File: config.mk
export PLATFORM = sky130hd
export DESIGN_NAME = mod_ctrl_flat
export DESIGN_NICKNAME = d
export VERILOG_FILES = /design/src/rtl/mod_ctrl_pkg.sv /design/src/rtl/mod_ctrl_if.sv /design/src/rtl/mod_step.sv /design/src/rtl/mod_ctrl.sv /design/src/flat_wrapper.sv
export SDC_FILE = /design/constraint.sdc
export NUM_CORES = 1
export LEC_CHECK = 0
export CELL_PAD_IN_SITES_DETAIL_PLACEMENT = 0
export CELL_PAD_IN_SITES_GLOBAL_PLACEMENT = 1
export CORE_AREA = 2 2 112 196
export DETAILED_ROUTE_END_ITERATION = 10
export DIE_AREA = 0 0 114 198
export HOLD_SLACK_MARGIN = 0.03
export PLACE_DENSITY_LB_ADDON = 0.3
export REMOVE_ABC_BUFFERS = 1
export SLEW_MARGIN = 25
export SYNTH_ARGS = -nofsm -noshare
export SYNTH_HDL_FRONTEND = slang
export SYNTH_SLANG_ARGS = --single-unit
export TNS_END_PERCENT = 10
File: constraint.sdc
create_clock -name clk -period 3.1 [get_ports clk]
set_input_delay 0.62 -clock clk [delete_from_list [all_inputs] [get_ports clk]]
set_output_delay 0.62 -clock clk [all_outputs]
set_load 0.02 [all_outputs]
File: src/rtl/mod_ctrl_pkg.sv
// Shared definitions for the iterative modulo/divide controller.
// State encodings are also used by the ALU decoder for MOD/DIV ops.
package mod_ctrl_pkg;

    localparam int WIDTH_DEF = 32;

    typedef enum logic [1:0] {
        ST_IDLE = 2'd0,
        ST_RUN  = 2'd1,
        ST_DONE = 2'd2
    } state_t;

endpackage

File: src/rtl/mod_ctrl_if.sv
// Request/result bundle between the op decoder and the modulo controller.
// The master issues start with operands; the slave returns results.
interface mod_ctrl_if #(
    parameter int WIDTH = 32
);

    logic             start;
    logic [WIDTH-1:0] a_in;
    logic [WIDTH-1:0] b_in;
    logic             busy;
    logic             done;
    logic [WIDTH-1:0] remainder;
    logic [WIDTH-1:0] quotient;
    logic             div_zero;

    modport master (
        output start, a_in, b_in,
        input  busy, done, remainder, quotient, div_zero
    );

    modport slave (
        input  start, a_in, b_in,
        output busy, done, remainder, quotient, div_zero
    );

endinterface

File: src/rtl/mod_step.sv
// One subtract-and-compare step: diff = r - bq, lt = (r < bq), unsigned.
// Subtraction is r + ~bq + 1 with the carry-out discarded.
module mod_step #(
    parameter int WIDTH = 32
) (
    input  logic [WIDTH-1:0] r,
    input  logic [WIDTH-1:0] bq,
    output logic [WIDTH-1:0] diff,
    output logic             lt
);

    assign diff = r + ~bq + {{(WIDTH-1){1'b0}}, 1'b1};
    assign lt   = (r < bq);

endmodule

File: src/rtl/mod_ctrl.sv
// Iterative modulo controller: one subtraction per cycle until r < bq,
// then publishes remainder, quotient and divide-by-zero with a done pulse.
module mod_ctrl
    import mod_ctrl_pkg::*;
#(
    parameter int WIDTH = WIDTH_DEF
) (
    input  logic       clk,
    input  logic       rst_n,
    mod_ctrl_if.slave  bus
);

    state_t state;
    state_t state_nx;

    logic [WIDTH-1:0] r;
    logic [WIDTH-1:0] bq;
    logic [WIDTH-1:0] q;
    logic [WIDTH-1:0] diff;
    logic             lt;
    logic [WIDTH-1:0] rem_q;
    logic [WIDTH-1:0] quo_q;
    logic             dz_q;

    logic load;
    logic step;
    logic fin;

    mod_step #(.WIDTH(WIDTH)) u_step (
        .r    (r),
        .bq   (bq),
        .diff (diff),
        .lt   (lt)
    );

    always_ff @(posedge clk) begin
        if (!rst_n) begin
            state <= ST_IDLE;
        end else begin
            state <= state_nx;
        end
    end

    // Zero divisor is tested before the compare so it never subtracts.
    always_comb begin
        state_nx = state;
        load     = 1'b0;
        step     = 1'b0;
        fin      = 1'b0;
        unique case (state)
            ST_IDLE: begin
                if (bus.start) begin
                    load     = 1'b1;
                    state_nx = ST_RUN;
                end
            end
            ST_RUN: begin
                if (bq == '0 || lt) begin
                    fin      = 1'b1;
                    state_nx = ST_DONE;
                end else begin
                    step = 1'b1;
                end
            end
            ST_DONE: state_nx = ST_IDLE;
            default: state_nx = ST_IDLE;
        endcase
    end

    always_ff @(posedge clk) begin
        if (!rst_n) begin
            r     <= '0;
            bq    <= '0;
            q     <= '0;
            rem_q <= '0;
            quo_q <= '0;
            dz_q  <= 1'b0;
        end else begin
            if (load) begin
                r  <= bus.a_in;
                bq <= bus.b_in;
                q  <= '0;
            end
            if (step) begin
                r <= diff;
                q <= q + {{(WIDTH-1){1'b0}}, 1'b1};
            end
            if (fin) begin
                rem_q <= r;
                quo_q <= q;
                dz_q  <= (bq == '0);
            end
        end
    end

    assign bus.busy      = (state != ST_IDLE);
    assign bus.done      = (state == ST_DONE);
    assign bus.remainder = rem_q;
    assign bus.quotient  = quo_q;
    assign bus.div_zero  = dz_q;

endmodule

File: src/flat_wrapper.sv
// flat-port wrapper written by rule: the top's interface ports become plain ports
module mod_ctrl_flat import mod_ctrl_pkg::*;
#(
    parameter int WIDTH = WIDTH_DEF
)
  (clk, rst_n, bus_start, bus_a_in, bus_b_in, bus_busy, bus_done, bus_remainder, bus_quotient, bus_div_zero);
  mod_ctrl_if #(.WIDTH(WIDTH)) bus_i ();
  input  logic clk;
  input  logic rst_n;
  input wire logic [$bits(bus_i.start)-1:0] bus_start;
  input wire logic [$bits(bus_i.a_in)-1:0] bus_a_in;
  input wire logic [$bits(bus_i.b_in)-1:0] bus_b_in;
  output wire logic [$bits(bus_i.busy)-1:0] bus_busy;
  output wire logic [$bits(bus_i.done)-1:0] bus_done;
  output wire logic [$bits(bus_i.remainder)-1:0] bus_remainder;
  output wire logic [$bits(bus_i.quotient)-1:0] bus_quotient;
  output wire logic [$bits(bus_i.div_zero)-1:0] bus_div_zero;
  assign bus_i.start = bus_start;
  assign bus_i.a_in = bus_a_in;
  assign bus_i.b_in = bus_b_in;
  assign bus_busy = bus_i.busy;
  assign bus_done = bus_i.done;
  assign bus_remainder = bus_i.remainder;
  assign bus_quotient = bus_i.quotient;
  assign bus_div_zero = bus_i.div_zero;
  mod_ctrl #(.WIDTH(WIDTH)) u_core (.clk(clk), .rst_n(rst_n), .bus(bus_i));
endmodule
==> qor.csv <==
metric,value,unit
CP required,3.41,ns
max-slew violations,0,
Avg WL per Cell,15.8,um
largest cells by area after synthesis,"dfxtp_1, nand2_1, a21oi_1",
htree depth,4,
initial antenna violation count,0,
total gr overflow,0,
Arrival @ worst endpoint,3.28,ns
most frequent cell after synthesis,nand2_1,
max_cap viols,0,
Row Count,71,
"area leader, netlist",dfxtp_1,
Die X,114,um
CTS tree,yes,
fin crit share,95.8,%
Longest Clk Path Bufs,2,
Worst Setup Start Kind,flip-flop,
Fmax,337,MHz
number of synthesized flops with an enable pin,0,
Tot Pwr,0.00874,W
crit path time final,2.97,ns
Worst-Margin Slew,0.722,ns
Root Buffer,clkbuf_16,
Yosys top cell area share,40.4,%
cell repeated most along the worst path,buf_4,
worst min path class,reg2reg,
DR iter-0 viols,352,
footprint of the multi-input gates,4450,um^2
Crit Path Class,reg2reg,
Slew headroom,51.8,%
Final Util,50.4,%
final-report hold violation count,0,
top post-synthesis cells by count,"nand2_1, dfxtp_1, a21oi_1, nor2_1, o21ai_0",
"Seq/Total Area, Yosys",40.4,%
Inserted Clock Buffers,17,
Avg Inst Size Synth,7.48,um^2
"Reg clk slew, reported paths",0.07,ns
Vias/cell,5.22,
outcome,"finished, final reports clean",
Yosys cell types,59,
Diodes inserted,0,
vias in the first global route,7382,
largest net degree at the start of global routing,54,
Clock Latency Late Sink,0.43,ns
post-synthesis register bit count,163,
synthesis-to-layout area growth,32.2,%
Mapped Area,8070,um^2
Die ar.,22600,um^2
Final Wtd Congestion,0.831,
P per Cell Area,820,nW/um^2
DRC,0,
register area,3260,um^2
leakage,4.04,nW
Core ar.,21100,um^2
clk sink count,163,
"delay-heaviest family, CP",compound AO/OA/AOI/OAI gates,
Detailed Routing Iterations Pass 1,5,
Final setup viols,0,
Initial Utilization,38.2,%
gr usage total,20.1,%
I/O Buffers,133,
fraction of layout cells with a size suffix above 1,8.39,%
Chip Height,198,um
critical path endpoint category,flip-flop,
setup_tns,0,ns
dpl hpwl,16800,um
WP buf/inv,3,
placed cells,1442,
ys flop type,dfxtp_1,
CP max-delay cell,ha_1,
FF-to-FF setup slack,0.13,ns
Synth async-reset ratio,0,%
Worst Path Max Fanout,4,
Final ANT Viol Nets,0,
CP max stage delay,0.35,ns
routed vias,7748,
clock skew,0.00942,ns
CP Cell Sequence,"inv_1, ha_1, a21o_1, or3_1, o21ai_2, a211oi_2, buf_4, nor2_1, o31ai_1, buf_4, a31oi_1, nor3b_1, a2111oi_1",
number of fill cells in the layout,2118,
first-pass GRT wire length,36100,um
peak supply drop,0.334,mV
Layout Cells excl Fill,1483,
warnings from Yosys,0,
# nets final,1316,
Synth Instances,1079,
I/O Pins,134,
WL final,23400,um
[path summary, 6_finish.rpt]
path,start,endpoint,cells after the start
max,u_core.bq[5],u_core.r[30],13
min,u_core.bus.quotient[15],u_core.bus.quotient[15],2
max reg2reg,u_core.bq[5],u_core.r[30],13
min reg2reg,u_core.bus.quotient[15],u_core.bus.quotient[15],2
[worst reg2reg max path: stages, from the launching register on]
cell and delay (ns):
dfxtp_1 0.34, inv_1 0.05, ha_1 0.35, a21o_1 0.21, or3_1 0.36, o21ai_2 0.19, a211oi_2 0.11, buf_4 0.16
nor2_1 0.19, o31ai_1 0.12, buf_4 0.16, a31oi_1 0.21, nor3b_1 0.08, a2111oi_1 0.31
[layer usage]
layer | global-route usage (%) | share of wire (%)
met1 | 21.4 | 39
met2 | 38.3 | 55
met3 | 3.49 | 2.8
met4 | 7.81 | 2.7
met5 | 0 | 0
[cell usage in the layout (no fill, tap or decap), drive strengths merged, types with 3 or more instances in the layout]
master and count:
nand2 298, dfxtp 163, a21oi 134, clkdlybuf4s50 133, nor2 65, o21ai 59, inv 48, buf 42
ha 33, and3 24, clkbuf 22, nand3 20, xnor2 15, a311oi 14, xor2 13, a21o 12
nor4 11, nor3 9, a211oi 9, a31oi 8, and2 8, or3 6, o211ai 6, nand2b 6
o31ai 5, clkinvlp 5, nor2b 4, o21a 4, nand4 4, o21bai 4, clkinv 4, a221oi 4
o211a 3, a21boi 3, a22oi 3
[logic make-up after synthesis]
kind of cell	count (synthesis)	share of synthesized area [%]
and+or+nand+nor	460	24.1
AOI/OAI and AO/OA	283	21.1
DFF	163	40.4
buffers and inverters	107	5.49
adders and majority gates	34	5.37
xor gates and xnor gates	28	3.04
muxes	4	0.527
[stage by stage]
step | hold WS, ns | cell area, um^2 | setup slack, ns
final | 0.453 | 10700 | 0.131
after detailed placement | 0.446 | 9860 | -0.0186
after global placement | 0.442 | 9860 | 0.0722
after floorplan | 0.432 | 7790 | -0.321
after global routing | 0.471 | 10700 | -0.0141
after CTS | 0.456 | 10400 | 0.0198
[cell type report]
class / count / area share [%]
timing repair buffer: 179 / 17.6
multi-input combinational: 809 / 41.7
clock inverter: 14 / 1.44
inverter: 45 / 1.60
tap: 255 / 2.99
sequential: 163 / 30.6
clock buffer: 18 / 4.02
[state kept, by name, indices dropped and copies added, names as in the netlist]
register / count
u_core.bq: 32
u_core.bus.quotient: 32
u_core.bus.remainder: 32
u_core.q: 32
u_core.r: 32
u_core.state: 2
u_core.bus.div_zero: 1
[where the power goes]
group          leakage (nW)  switching, W  internal (W)
Combinational          2.45       0.00232       0.00178
Sequential             1.32      0.000205       0.00233
Clock                 0.271      0.000912       0.00120
[what timing repair did]
action | in CTS | in global routing
setup endpoints to repair | 3 | 99
hold buffers | 0 | 0
gates resized for setup | 1 | 19
gates cloned | 0 | 4
hold endpoints to repair | 0 | 0
setup buffers | 0 | 5
pin swaps | 0 | 5
(Power assumes the default switching activity.)
